--- src/rtl/video_fx_pkg.sv ---
// Shared definitions for the video effects controller: register map,
// CTRL bit positions, FSM encoding and the effect configuration record.
package video_fx_pkg;

  localparam logic [3:0] ADDR_CTRL     = 4'd0;
  localparam logic [3:0] ADDR_KEY      = 4'd1;
  localparam logic [3:0] ADDR_MASK     = 4'd2;
  localparam logic [3:0] ADDR_SUBST    = 4'd3;
  localparam logic [3:0] ADDR_PERIOD   = 4'd4;
  localparam logic [3:0] ADDR_STATUS   = 4'd5;
  localparam logic [3:0] ADDR_SEQ_BASE = 4'd8;

  localparam int CTRL_EFFECT_LSB = 0;
  localparam int CTRL_DEL_LSB    = 5;
  localparam int CTRL_QUANT_LSB  = 7;
  localparam int CTRL_AUTO_BIT   = 9;
  localparam int CTRL_COMMIT_BIT = 31;

  typedef enum logic [1:0] {
    ST_IDLE    = 2'd0,
    ST_PENDING = 2'd1,
    ST_AUTO    = 2'd2
  } fx_state_e;

  typedef struct packed {
    logic [4:0]  effect;
    logic [1:0]  delete_rgb;
    logic [1:0]  quantif;
    logic        auto_en;
    logic [15:0] key;
    logic [15:0] mask;
    logic [15:0] subst;
  } fx_cfg_t;

  // CTRL readback never reports the self-clearing commit bit.
  function automatic logic [31:0] ctrl_readback(input fx_cfg_t c);
    return {22'd0, c.auto_en, c.quantif, c.delete_rgb, c.effect};
  endfunction

endpackage

--- src/rtl/video_fx_regfile.sv ---
// Avalon-MM slave for the effects controller: decodes writes into the
// shadow registers and returns registered readback one cycle after a read.
module video_fx_regfile
  import video_fx_pkg::*;
#(
  parameter int FRAME_CNT_W = 16,
  parameter int SEQ_LEN     = 4
) (
  input  logic                         clk,
  input  logic                         rst_n,
  input  logic [3:0]                   avs_address,
  input  logic                         avs_chipselect,
  input  logic                         avs_write,
  input  logic [31:0]                  avs_writedata,
  input  logic                         avs_read,
  output logic [31:0]                  avs_readdata,
  input  logic [31:0]                  status_word,
  output fx_cfg_t                      cfg,
  output logic [FRAME_CNT_W-1:0]       auto_period,
  output logic [SEQ_LEN-1:0][4:0]      seq,
  output logic                         commit_req
);

  fx_cfg_t                    cfg_q, cfg_d;
  logic [FRAME_CNT_W-1:0]     period_q, period_d;
  logic [SEQ_LEN-1:0][4:0]    seq_q, seq_d;
  logic [31:0]                rdata_q, rdata_d;
  logic                       wr_en_s;
  logic                       rd_en_s;
  logic                       unused_wdata_s;

  assign wr_en_s        = avs_chipselect & avs_write;
  assign rd_en_s        = avs_chipselect & avs_read;
  assign unused_wdata_s = ^avs_writedata;
  assign commit_req     = wr_en_s & (avs_address == ADDR_CTRL) & avs_writedata[CTRL_COMMIT_BIT];

  // Shadow register write decode; unmapped addresses leave everything unchanged.
  always_comb begin
    cfg_d    = cfg_q;
    period_d = period_q;
    seq_d    = seq_q;
    if (wr_en_s) begin
      case (avs_address)
        ADDR_CTRL: begin
          cfg_d.effect     = avs_writedata[CTRL_EFFECT_LSB +: 5];
          cfg_d.delete_rgb = avs_writedata[CTRL_DEL_LSB +: 2];
          cfg_d.quantif    = avs_writedata[CTRL_QUANT_LSB +: 2];
          cfg_d.auto_en    = avs_writedata[CTRL_AUTO_BIT];
        end
        ADDR_KEY:    cfg_d.key   = avs_writedata[15:0];
        ADDR_MASK:   cfg_d.mask  = avs_writedata[15:0];
        ADDR_SUBST:  cfg_d.subst = avs_writedata[15:0];
        ADDR_PERIOD: period_d    = avs_writedata[FRAME_CNT_W-1:0];
        default: begin
          for (int i = 0; i < SEQ_LEN; i++) begin
            if (avs_address == ADDR_SEQ_BASE + 4'(i)) seq_d[i] = avs_writedata[4:0];
            else seq_d[i] = seq_q[i];
          end
        end
      endcase
    end else begin
      cfg_d = cfg_q;
    end
  end

  // Readback mux; idle cycles return zero.
  always_comb begin
    rdata_d = 32'd0;
    if (rd_en_s) begin
      case (avs_address)
        ADDR_CTRL:   rdata_d = ctrl_readback(cfg_q);
        ADDR_KEY:    rdata_d = {16'd0, cfg_q.key};
        ADDR_MASK:   rdata_d = {16'd0, cfg_q.mask};
        ADDR_SUBST:  rdata_d = {16'd0, cfg_q.subst};
        ADDR_PERIOD: rdata_d = 32'(period_q);
        ADDR_STATUS: rdata_d = status_word;
        default: begin
          for (int i = 0; i < SEQ_LEN; i++) begin
            if (avs_address == ADDR_SEQ_BASE + 4'(i)) rdata_d = {27'd0, seq_q[i]};
            else rdata_d = rdata_d;
          end
        end
      endcase
    end else begin
      rdata_d = 32'd0;
    end
  end

  // Register state for shadows and readback.
  always_ff @(posedge clk or negedge rst_n) begin
    if (!rst_n) begin
      cfg_q    <= '0;
      period_q <= '0;
      seq_q    <= '0;
      rdata_q  <= 32'd0;
    end else begin
      cfg_q    <= cfg_d;
      period_q <= period_d;
      seq_q    <= seq_d;
      rdata_q  <= rdata_d;
    end
  end

  assign cfg          = cfg_q;
  assign auto_period  = period_q;
  assign seq          = seq_q;
  assign avs_readdata = rdata_q;

endmodule

--- src/rtl/video_effects_ctrl.sv ---
// Effects controller top: commits shadow settings to the datapath only at
// frame boundaries and optionally steps the effect mask every N frames.
module video_effects_ctrl
  import video_fx_pkg::*;
#(
  parameter int FRAME_CNT_W = 16,
  parameter int SEQ_LEN     = 4
) (
  input  logic        clk,
  input  logic        reset,
  input  logic [3:0]  avs_address,
  input  logic        avs_chipselect,
  input  logic        avs_write,
  input  logic [31:0] avs_writedata,
  input  logic        avs_read,
  output logic [31:0] avs_readdata,
  input  logic        stream_sop,
  input  logic        stream_valid,
  input  logic        stream_ready,
  output logic [4:0]  effect,
  output logic [1:0]  effect_delete_rgb,
  output logic [1:0]  effect_quantif_level,
  output logic [15:0] effect_color_key,
  output logic [15:0] effect_color_key_mask,
  output logic [15:0] effect_color_substitute,
  output logic        commit_pending,
  output logic        frame_irq
);

  localparam logic [2:0] SEQ_LAST = 3'(SEQ_LEN - 1);

  fx_state_e                 state_q, state_d;
  fx_cfg_t                   act_q, act_d;
  logic [FRAME_CNT_W-1:0]    period_q, period_d;
  logic [FRAME_CNT_W-1:0]    frame_cnt_q, frame_cnt_d;
  logic [2:0]                seq_idx_q, seq_idx_d;
  logic                      irq_q, irq_d;
  logic                      pend_q, pend_d;

  fx_cfg_t                   shadow_s;
  logic [FRAME_CNT_W-1:0]    shadow_period_s;
  logic [SEQ_LEN-1:0][4:0]   seq_s;
  logic                      commit_req_s;
  logic [31:0]               status_s;
  logic                      frame_start_s;
  logic [FRAME_CNT_W-1:0]    period_m1_s;
  logic                      period_hit_s;
  logic [2:0]                seq_next_s;
  logic [4:0]                seq_next_eff_s;
  logic [4:0]                seq_first_eff_s;

  assign frame_start_s = stream_sop & stream_valid & stream_ready;
  assign status_s      = {16'(frame_cnt_q), 11'd0, seq_idx_q, act_q.auto_en, pend_q};

  video_fx_regfile #(
    .FRAME_CNT_W (FRAME_CNT_W),
    .SEQ_LEN     (SEQ_LEN)
  ) u_regfile (
    .clk            (clk),
    .rst_n          (reset),
    .avs_address    (avs_address),
    .avs_chipselect (avs_chipselect),
    .avs_write      (avs_write),
    .avs_writedata  (avs_writedata),
    .avs_read       (avs_read),
    .avs_readdata   (avs_readdata),
    .status_word    (status_s),
    .cfg            (shadow_s),
    .auto_period    (shadow_period_s),
    .seq            (seq_s),
    .commit_req     (commit_req_s)
  );

  // A programmed period of 0 is treated as 1 frame.
  assign period_m1_s  = (period_q == '0) ? '0 : period_q - FRAME_CNT_W'(1);
  assign period_hit_s = (frame_cnt_q == period_m1_s);
  assign seq_next_s   = (seq_idx_q == SEQ_LAST) ? 3'd0 : seq_idx_q + 3'd1;

  // Sequence table lookup for the next index and for entry 0.
  always_comb begin
    seq_next_eff_s  = 5'd0;
    seq_first_eff_s = seq_s[0];
    for (int i = 0; i < SEQ_LEN; i++) begin
      if (seq_next_s == 3'(i)) seq_next_eff_s = seq_s[i];
      else seq_next_eff_s = seq_next_eff_s;
    end
  end

  // FSM next state, frame counter, sequence stepping and commit.
  always_comb begin
    state_d     = state_q;
    act_d       = act_q;
    period_d    = period_q;
    frame_cnt_d = frame_cnt_q;
    seq_idx_d   = seq_idx_q;
    irq_d       = 1'b0;
    case (state_q)
      ST_IDLE: begin
        if (frame_start_s) frame_cnt_d = frame_cnt_q + FRAME_CNT_W'(1);
        else frame_cnt_d = frame_cnt_q;
        if (commit_req_s) state_d = ST_PENDING;
        else state_d = ST_IDLE;
      end
      ST_AUTO: begin
        if (frame_start_s && period_hit_s) begin
          frame_cnt_d  = '0;
          seq_idx_d    = seq_next_s;
          act_d.effect = seq_next_eff_s;
        end else if (frame_start_s) begin
          frame_cnt_d = frame_cnt_q + FRAME_CNT_W'(1);
        end else begin
          frame_cnt_d = frame_cnt_q;
        end
        if (commit_req_s) state_d = ST_PENDING;
        else state_d = ST_AUTO;
      end
      ST_PENDING: begin
        if (frame_start_s) begin
          // The commit uses shadow values as registered before this cycle.
          act_d     = shadow_s;
          period_d  = shadow_period_s;
          irq_d     = 1'b1;
          seq_idx_d = 3'd0;
          if (shadow_s.auto_en) begin
            state_d      = ST_AUTO;
            frame_cnt_d  = '0;
            act_d.effect = seq_first_eff_s;
          end else begin
            state_d     = ST_IDLE;
            frame_cnt_d = frame_cnt_q + FRAME_CNT_W'(1);
          end
          if (commit_req_s) state_d = ST_PENDING;
          else state_d = state_d;
        end else begin
          state_d = ST_PENDING;
        end
      end
      default: state_d = ST_IDLE;
    endcase
    pend_d = (state_d == ST_PENDING);
  end

  // State, active settings and output pulse registers.
  always_ff @(posedge clk or negedge reset) begin
    if (!reset) begin
      state_q     <= ST_IDLE;
      act_q       <= '0;
      period_q    <= '0;
      frame_cnt_q <= '0;
      seq_idx_q   <= 3'd0;
      irq_q       <= 1'b0;
      pend_q      <= 1'b0;
    end else begin
      state_q     <= state_d;
      act_q       <= act_d;
      period_q    <= period_d;
      frame_cnt_q <= frame_cnt_d;
      seq_idx_q   <= seq_idx_d;
      irq_q       <= irq_d;
      pend_q      <= pend_d;
    end
  end

  assign effect                  = act_q.effect;
  assign effect_delete_rgb       = act_q.delete_rgb;
  assign effect_quantif_level    = act_q.quantif;
  assign effect_color_key        = act_q.key;
  assign effect_color_key_mask   = act_q.mask;
  assign effect_color_substitute = act_q.subst;
  assign commit_pending          = pend_q;
  assign frame_irq               = irq_q;

endmodule

--- config.mk ---
export PLATFORM = sky130hd
export DESIGN_NAME = video_effects_ctrl
export DESIGN_NICKNAME = d
export VERILOG_FILES = /design/src/rtl/video_fx_pkg.sv /design/src/rtl/video_fx_regfile.sv /design/src/rtl/video_effects_ctrl.sv
export SDC_FILE = /design/constraint.sdc
export NUM_CORES = 1
export LEC_CHECK = 0
export BUFFER_PORTS_ARGS = -buffer_cell sky130_fd_sc_hd__buf_2
export CAP_MARGIN = 20
export CORE_ASPECT_RATIO = 2
export CORE_MARGIN = 2
export CORE_UTILIZATION = 58
export CTS_CLUSTER_DIAMETER = 50
export DETAILED_ROUTE_END_ITERATION = 6
export PLACE_DENSITY = 0.8
export SLEW_MARGIN = 20
export SYNTH_ARGS = -nofsm -noshare
export SYNTH_HDL_FRONTEND = slang
export SYNTH_SLANG_ARGS = --single-unit
--- constraint.sdc ---
create_clock -name clk -period 4.8 [get_ports clk]
set_input_delay 0.96 -clock clk [delete_from_list [all_inputs] [get_ports clk]]
set_output_delay 0.96 -clock clk [all_outputs]
set_load 0.02 [all_outputs]
==> results.py, run 1 <==
metrics = {
    "cts": {
        "clk_pin_slew_ns": 0.06,
        "cts_sinks": 223,
        "clock-root-buffer": "clkbuf_16",
        "cts_tree": "yes",
        "htreeDepth": 1,
        "clkLatencyLatePin_ns": 0.50,
        "holdBufCountCts": 0,
        "cts_resized": 0,
        "cts_made_buffers": 20,
        "post_cts_buffers": 0,
        "cts_buffer_depth": 3,
    },
    "yosys": {
        "synth-compound-area-share": 0.0988,
        "ys.flop_type": "dfrtp_1",
        "synthMuxAreaShare": 0.133,
        "ys_ff_latch": 223,
        "avgSynthCellArea_um2": 10.4,
        "synth_top_area_frac": 0.514,
        "yosys-top-cells-area": "dfrtp_1 51%, mux2_2 11%, nand2_1 8.7%",
        "synthesis.instances": 1048,
        "ys_warn_count": 0,
        "ys_seq_area_frac": 0.514,
        "synth_xor_xnor_area_share": 0.0134,
        "yosysTopAreaCell": "dfrtp_1",
        "async_reset_ff_frac": 1.00,
        "synthSimpleGateAreaFrac": 0.167,
        "netlist_area_um2": 10900,
        "ys_types": 71,
        "synth_edf_count": 0,
        "syn_nets": 1099,
        "synth_top_family_by_area": "simple AND/OR/NAND/NOR gates",
        "synthAdderAreaFrac": 0.00807,
    },
    "place": {
        "hpwl_um": 18600,
        "pre_cts_slack_ns": 0.895,
        "portBuffers": 119,
        "gp_congestion": 0.898,
        "place_inst": 1282,
    },
    "power": {
        "p_sw_mw": 1.51,
        "vdd_drop_max_v": 0.000468,
        "share_comb_of_total_power": 0.199,
        "p_per_area_nw_per_um2": 429,
        "p_int_mw": 3.61,
        "power.leakage_nw": 5.93,
        "seq_power_share": 0.469,
        "swShare": 0.294,
        "clockPowerShare": 0.331,
    },
    "global_route": {
        "grt_pass1_vias": 8210,
        "grt_max_degree": 139,
        "track_usage": 0.273,
        "grt_overflow": 0,
        "antenna_found_initial": 0,
        "grt_pass1_wl_um": 42600,
    },
    "hold_path": {
        "hold_class": "in -> async",
    },
    "layout": {
        "final_common_cell": "nand2_1",
        "multiInputGateArea_um2": 4600,
        "antennaDiodeCount": 0,
        "num-nets-final": 1140,
        "final_cells": 1318,
        "fill_cells": 1432,
        "final_cell_mix": "250 x nand2_1, 223 x dfrtp_1, 118 x buf_2, 105 x mux2_2, 43 x a21oi_1",
        "drive_gt1_frac": 0.268,
        "regArea_um2": 5580,
        "final_core_util": 0.652,
        "syn_to_final_growth_pct": 9.98,
    },
    "timing": {
        "post-route-period-util": 0.839,
        "fin_crit_ns": 4.03,
        "slew_violations": 0,
        "fin_skew_ns": 0.0128,
        "rsz0062_at_grt": "false",
        "max_clock_freq_mhz": 248,
        "worstMarginPinSlew_ns": 0.903,
        "relSlewSlack": 0.394,
        "worst_slack_ns": 0.774,
        "finalHoldViolCount": 0,
        "fin_setup_tns_ns": 0,
        "finalSetupViolations": 0,
    },
    "run": {
        "maxCapViolCount": 0,
    },
    "detailed_routing": {
        "via_per_inst": 6.11,
        "drt_iter0_drc": 507,
        "postRouteAntennaNets": 0,
        "detail_route.wirelength_um": 26500,
        "wl_per_cell_um": 20.1,
        "route.detailed.drc": 0,
        "firstDrtPassIters": 5,
        "via_count": 8050,
    },
    "critical_path": {
        "crit_type": "reg -> reg",
        "crit_fanout": 12,
        "cpMaxStageDelayCell": "a211oi_2",
        "worstPathArrival_ns": 4.38,
        "critPathBufInv": 1,
        "crit_family": "compound AO/OA/AOI/OAI gates",
        "cp-end-kind": "flip-flop",
        "cpPeakStageDelay_ns": 0.65,
        "crit_required_ns": 5.15,
        "setup.worst_path.start_class": "flip-flop",
        "cp_cell_sequence": "inv_1 -> ha_1 -> nor3b_2 -> nand4_1 -> o31ai_1 -> o2111ai_1 -> o41a_1 -> a211oi_2 -> nor3_1",
    },
    "floorplan": {
        "initial_core_util": 0.593,
        "rows": 70,
        "io_pins": 135,
        "fp.dieH_um": 197,
        "die_w_um": 101,
        "core-area_um2": 18300,
        "fp.dieArea_um2": 19900,
    },
    "run_status": {
        "outcome": "completed",
    },
}
sequential cells by signal (all words and copies together), names as in the netlist, 2 cells and up:
register and flops:
effect_delete_rgb 2, effect_color_substitute 16, effect_color_key 16, effect_color_key_mask 16
u_regfile.avs_readdata 32, effect 5, effect_quantif_level 2, u_regfile.auto_period 16
period_q 16, frame_cnt_q 16, u_regfile.cfg 58, seq_idx_q 3
u_regfile.seq 20, state_q 2
per-stage QoR:
step / area (um2) / hold WS [ns] / power (mW)
2_1_floorplan: 10900 / 0.447 / 3.18
3_3_place_gp: 11200 / 0.455 / 3.39
3_5_place_dp: 11200 / 0.457 / 3.43
4_1_cts: 11900 / 0.475 / 5.14
5_1_grt: 11900 / 0.398 / 5.35
6_report: 11900 / 0.360 / 5.12
worst paths after layout:
check	start	to	slack, ns	cells past startpoint
max reg2reg	period_q[0]	frame_cnt_q[8]	0.77	9
max	period_q[0]	frame_cnt_q[8]	0.77	9
max in group asynchronous	reset	u_regfile.cfg[11]	3.26	3
min	reset	u_regfile.avs_readdata[28]	0.36	1
min in group clk	effect_color_key[13]	effect_color_key[13]	0.47	2
min reg2reg	effect_color_key[13]	effect_color_key[13]	0.47	2
final cells by class:
| cell class | count | share of cell area |
|---|---|---|
| flip-flops and latches | 223 | 0.467 |
| multi-input cells | 699 | 0.385 |
| repair buffers | 135 | 0.0635 |
| clock buffers | 26 | 0.0473 |
| well taps | 216 | 0.0226 |
| clock inverters | 9 | 0.0111 |
| inverters | 10 | 0.00314 |
power groups by stage:
stage	logic, mW	clock network, mW	registers (mW)
after floorplan	0.858	0	2.32
after global placement	0.981	0	2.41
after detailed placement	1.01	0	2.42
after CTS	1.02	1.73	2.39
after global routing	1.12	1.80	2.43
final	1.02	1.70	2.40
routing by layer:
| layer | global-route usage | part of all wire | up-vias |
|---|---|---|---|
| met3 | 0.0368 | 0.047 | 87 |
| met2 | 0.481 | 0.54 | 283 |
| met5 | 0 | 0 | - |
| li1 | - | - | 3682 |
| met1 | 0.312 | 0.36 | 3998 |
| met4 | 0.154 | 0.057 | 0 |
logic make-up after synthesis:
| kind of cell | Yosys count |
|---|---|
| adder cells (fa/ha/maj) | 7 |
| XOR/XNOR | 15 |
| AO/OA/AOI/OAI | 155 |
| multiplexers | 128 |
| flip-flops | 223 |
| buffers and inverters | 126 |
| AND/OR/NAND/NOR | 394 |
cells in the mapped netlist (4+ instances only):
cell / instances
nand2_1: 251
dfrtp_1: 223
mux2_2: 105
buf_4: 58
clkbuf_1: 49
a21oi_1: 43
o21ai_0: 26
nor2_1: 21
and2_1: 20
nor3_1: 18
mux2i_1: 16
nor4_1: 16
a222oi_1: 15
nor2b_1: 13
xnor2_1: 9
and3_1: 8
inv_1: 8
nand3_1: 8
a22oi_1: 7
a311oi_1: 7
ha_1: 7
mux2_4: 7
nand2b_1: 7
o22ai_1: 7
buf_1: 6
or3_1: 6
xor2_1: 5
a211o_1: 4
a22o_1: 4
a31oi_1: 4
nand4_1: 4
o211ai_1: 4
Note: power is estimated with default switching activity, not from simulation.
==> run 2, diff against run 1 <==
--- a/config.mk
+++ b/config.mk
@@ -9,10 +9,10 @@
 export CAP_MARGIN = 20
 export CORE_ASPECT_RATIO = 2
 export CORE_MARGIN = 2
-export CORE_UTILIZATION = 58
+export CORE_UTILIZATION = 53
 export CTS_CLUSTER_DIAMETER = 50
 export DETAILED_ROUTE_END_ITERATION = 6
-export PLACE_DENSITY = 0.8
+export PLACE_DENSITY = 0.77
 export SLEW_MARGIN = 20
 export SYNTH_ARGS = -nofsm -noshare
 export SYNTH_HDL_FRONTEND = slang
==> constraint.sdc (replaced) <==
create_clock -name clk -period 3.6 [get_ports clk]
set_input_delay 0.72 -clock clk [delete_from_list [all_inputs] [get_ports clk]]
set_output_delay 0.72 -clock clk [all_outputs]
set_load 0.02 [all_outputs]
==> results.py, run 2 (same netlist as run 1, synthesis figures left out) <==
metrics = {
    "run_status": {
        "outcome": "completed",
    },
    "cts": {
        "clkLatencyLatePin_ns": 0.51,
        "cts_sinks": 223,
        "holdBufCountCts": 0,
        "cts_buffer_depth": 3,
        "clock-root-buffer": "clkbuf_16",
        "cts_tree": "yes",
        "clk_pin_slew_ns": 0.07,
        "post_cts_buffers": 0,
        "cts_made_buffers": 20,
        "htreeDepth": 1,
    },
    "run": {
        "maxCapViolCount": 0,
    },
    "power": {
        "seq_power_share": 0.455,
        "p_total_mw": 7.02,
        "clockPowerShare": 0.339,
        "power.leakage_nw": 6.09,
        "p_per_area_nw_per_um2": 572,
        "share_comb_of_total_power": 0.206,
        "p_sw_mw": 2.08,
        "swShare": 0.297,
        "vdd_drop_max_v": 0.000489,
        "p_int_mw": 4.94,
    },
    "floorplan": {
        "fp.dieArea_um2": 21700,
        "rows": 74,
        "die_w_um": 105,
        "initial_core_util": 0.535,
        "fp.dieH_um": 206,
        "core-area_um2": 20300,
        "io_pins": 135,
    },
    "detailed_routing": {
        "postRouteAntennaNets": 0,
        "drt_iter0_drc": 570,
        "route.detailed.drc": 0,
        "via_per_inst": 5.87,
        "via_count": 8211,
        "wl_per_cell_um": 19.5,
        "detail_route.wirelength_um": 27200,
        "firstDrtPassIters": 6,
    },
    "layout": {
        "num-nets-final": 1169,
        "final_cells": 1398,
        "drive_gt1_frac": 0.293,
        "antennaDiodeCount": 0,
        "final_common_cell": "nand2_1",
        "final_cell_mix": "250 x nand2_1, 223 x dfrtp_1, 118 x buf_2, 105 x mux2_2, 44 x buf_4",
        "syn_to_final_growth_pct": 13.1,
        "fill_cells": 1658,
        "largest_reg_flops": 58,
    },
    "timing": {
        "fin_skew_ns": 0.0169,
        "post-route-period-util": 0.951,
        "max_clock_freq_mhz": 292,
        "finalHoldViolCount": 0,
        "relSlewSlack": 0.347,
        "finalSetupViolations": 0,
        "rsz0062_at_grt": "false",
        "fin_crit_ns": 3.43,
        "slew_violations": 0,
        "fin_setup_tns_ns": 0,
        "worstMarginPinSlew_ns": 0.966,
    },
    "global_route": {
        "grt_pass1_wl_um": 43800,
        "track_usage": 0.255,
        "antenna_found_initial": 0,
        "grt_overflow": 0,
        "grt_pass1_vias": 8316,
        "grt_max_degree": 96,
    },
    "place": {
        "hpwl_um": 19300,
        "portBuffers": 119,
        "gp_congestion": 0.909,
        "place_inst": 1362,
    },
    "critical_path": {
        "worstPathArrival_ns": 3.82,
        "setup.worst_path.start_class": "flip-flop",
        "crit_type": "reg -> reg",
        "cp-end-kind": "flip-flop",
        "crit_fanout": 5,
        "crit_required_ns": 4.00,
    },
    "hold_path": {
        "hold_class": "in -> async",
    },
}
==> run 2: routing by layer <==
| layer | routed length, um | share of wire | track usage |
|---|---|---|---|
| met5 | 0 | 0 | 0 |
| met4 | 1400 | 0.051 | 0.134 |
| met3 | 1240 | 0.045 | 0.0360 |
| met2 | 14800 | 0.54 | 0.476 |
| met1 | 9830 | 0.36 | 0.274 |
==> run 2: timing repair <==
item | CTS | global route
gates resized for setup | 1 | 5
endpoints found under the setup margin | 4 | 23
pin swaps | 0 | 2
==> run 2: path summary, 6_finish.rpt <==
path | to | slack (ns) | cells past startpoint | startpoint
max in group asynchronous | effect_color_substitute[3] | 2.44 | 2 | reset
min in group clk | effect_color_key[3] | 0.47 | 2 | effect_color_key[3]
worst max-delay path | frame_cnt_q[6] | 0.17 | 10 | period_q[0]
worst min-delay path | u_regfile.avs_readdata[29] | 0.23 | 1 | reset
worst max register to register | frame_cnt_q[6] | 0.17 | 10 | period_q[0]
worst min register to register | effect_color_key[3] | 0.47 | 2 | effect_color_key[3]
==> run 2: area by class of cell <==
cell class / instances / area (um2) / share of cell area
Multi-Input combinational cell: 699 / 4630 / 0.377
Sequential cell: 223 / 5580 / 0.455
Timing Repair Buffer: 164 / 956 / 0.0779
Clock buffer: 22 / 539 / 0.0439
Clock inverter: 14 / 201 / 0.0164
Tap cell: 266 / 333 / 0.0271
Inverter: 10 / 37.5 / 0.00306
==> run 2: worst max-delay path, cell delays in order (launching register included) <==
cell     delay [ns]
dfrtp_1        0.43
or4_4          0.51
or4_4          0.47
nor3_4         0.15
xor2_1         0.11
o21a_1         0.21
o311a_4        0.33
o41a_1         0.43
buf_4          0.16
o311a_1        0.32
o22a_1         0.19
==> run 2: stage by stage <==
| stage | area (um2) | utilization | setup slack, ns | hold slack (ns) |
|---|---|---|---|---|
| 6_report | 12300 | 0.605 | 0.175 | 0.234 |
| 5_1_grt | 12300 | 0.605 | 0.00295 | 0.285 |
| 4_1_cts | 12200 | 0.604 | 0.0189 | 0.254 |
| 3_5_place_dp | 11500 | 0.567 | 0.0283 | 0.457 |
| 3_3_place_gp | 11500 | 0.567 | 0.0685 | 0.458 |
| 2_1_floorplan | 10900 | - | 0.119 | 0.424 |
==> run 2: power groups by stage <==
stage          Clock, mW  Sequential [mW]  Combinational [mW]
6_report            2.38             3.19                1.45
5_1_grt             2.51             3.24                1.59
4_1_cts             2.41             3.18                1.44
3_5_place_dp           0             3.23                1.43
3_3_place_gp           0             3.21                1.39
2_1_floorplan          0             3.09                1.14
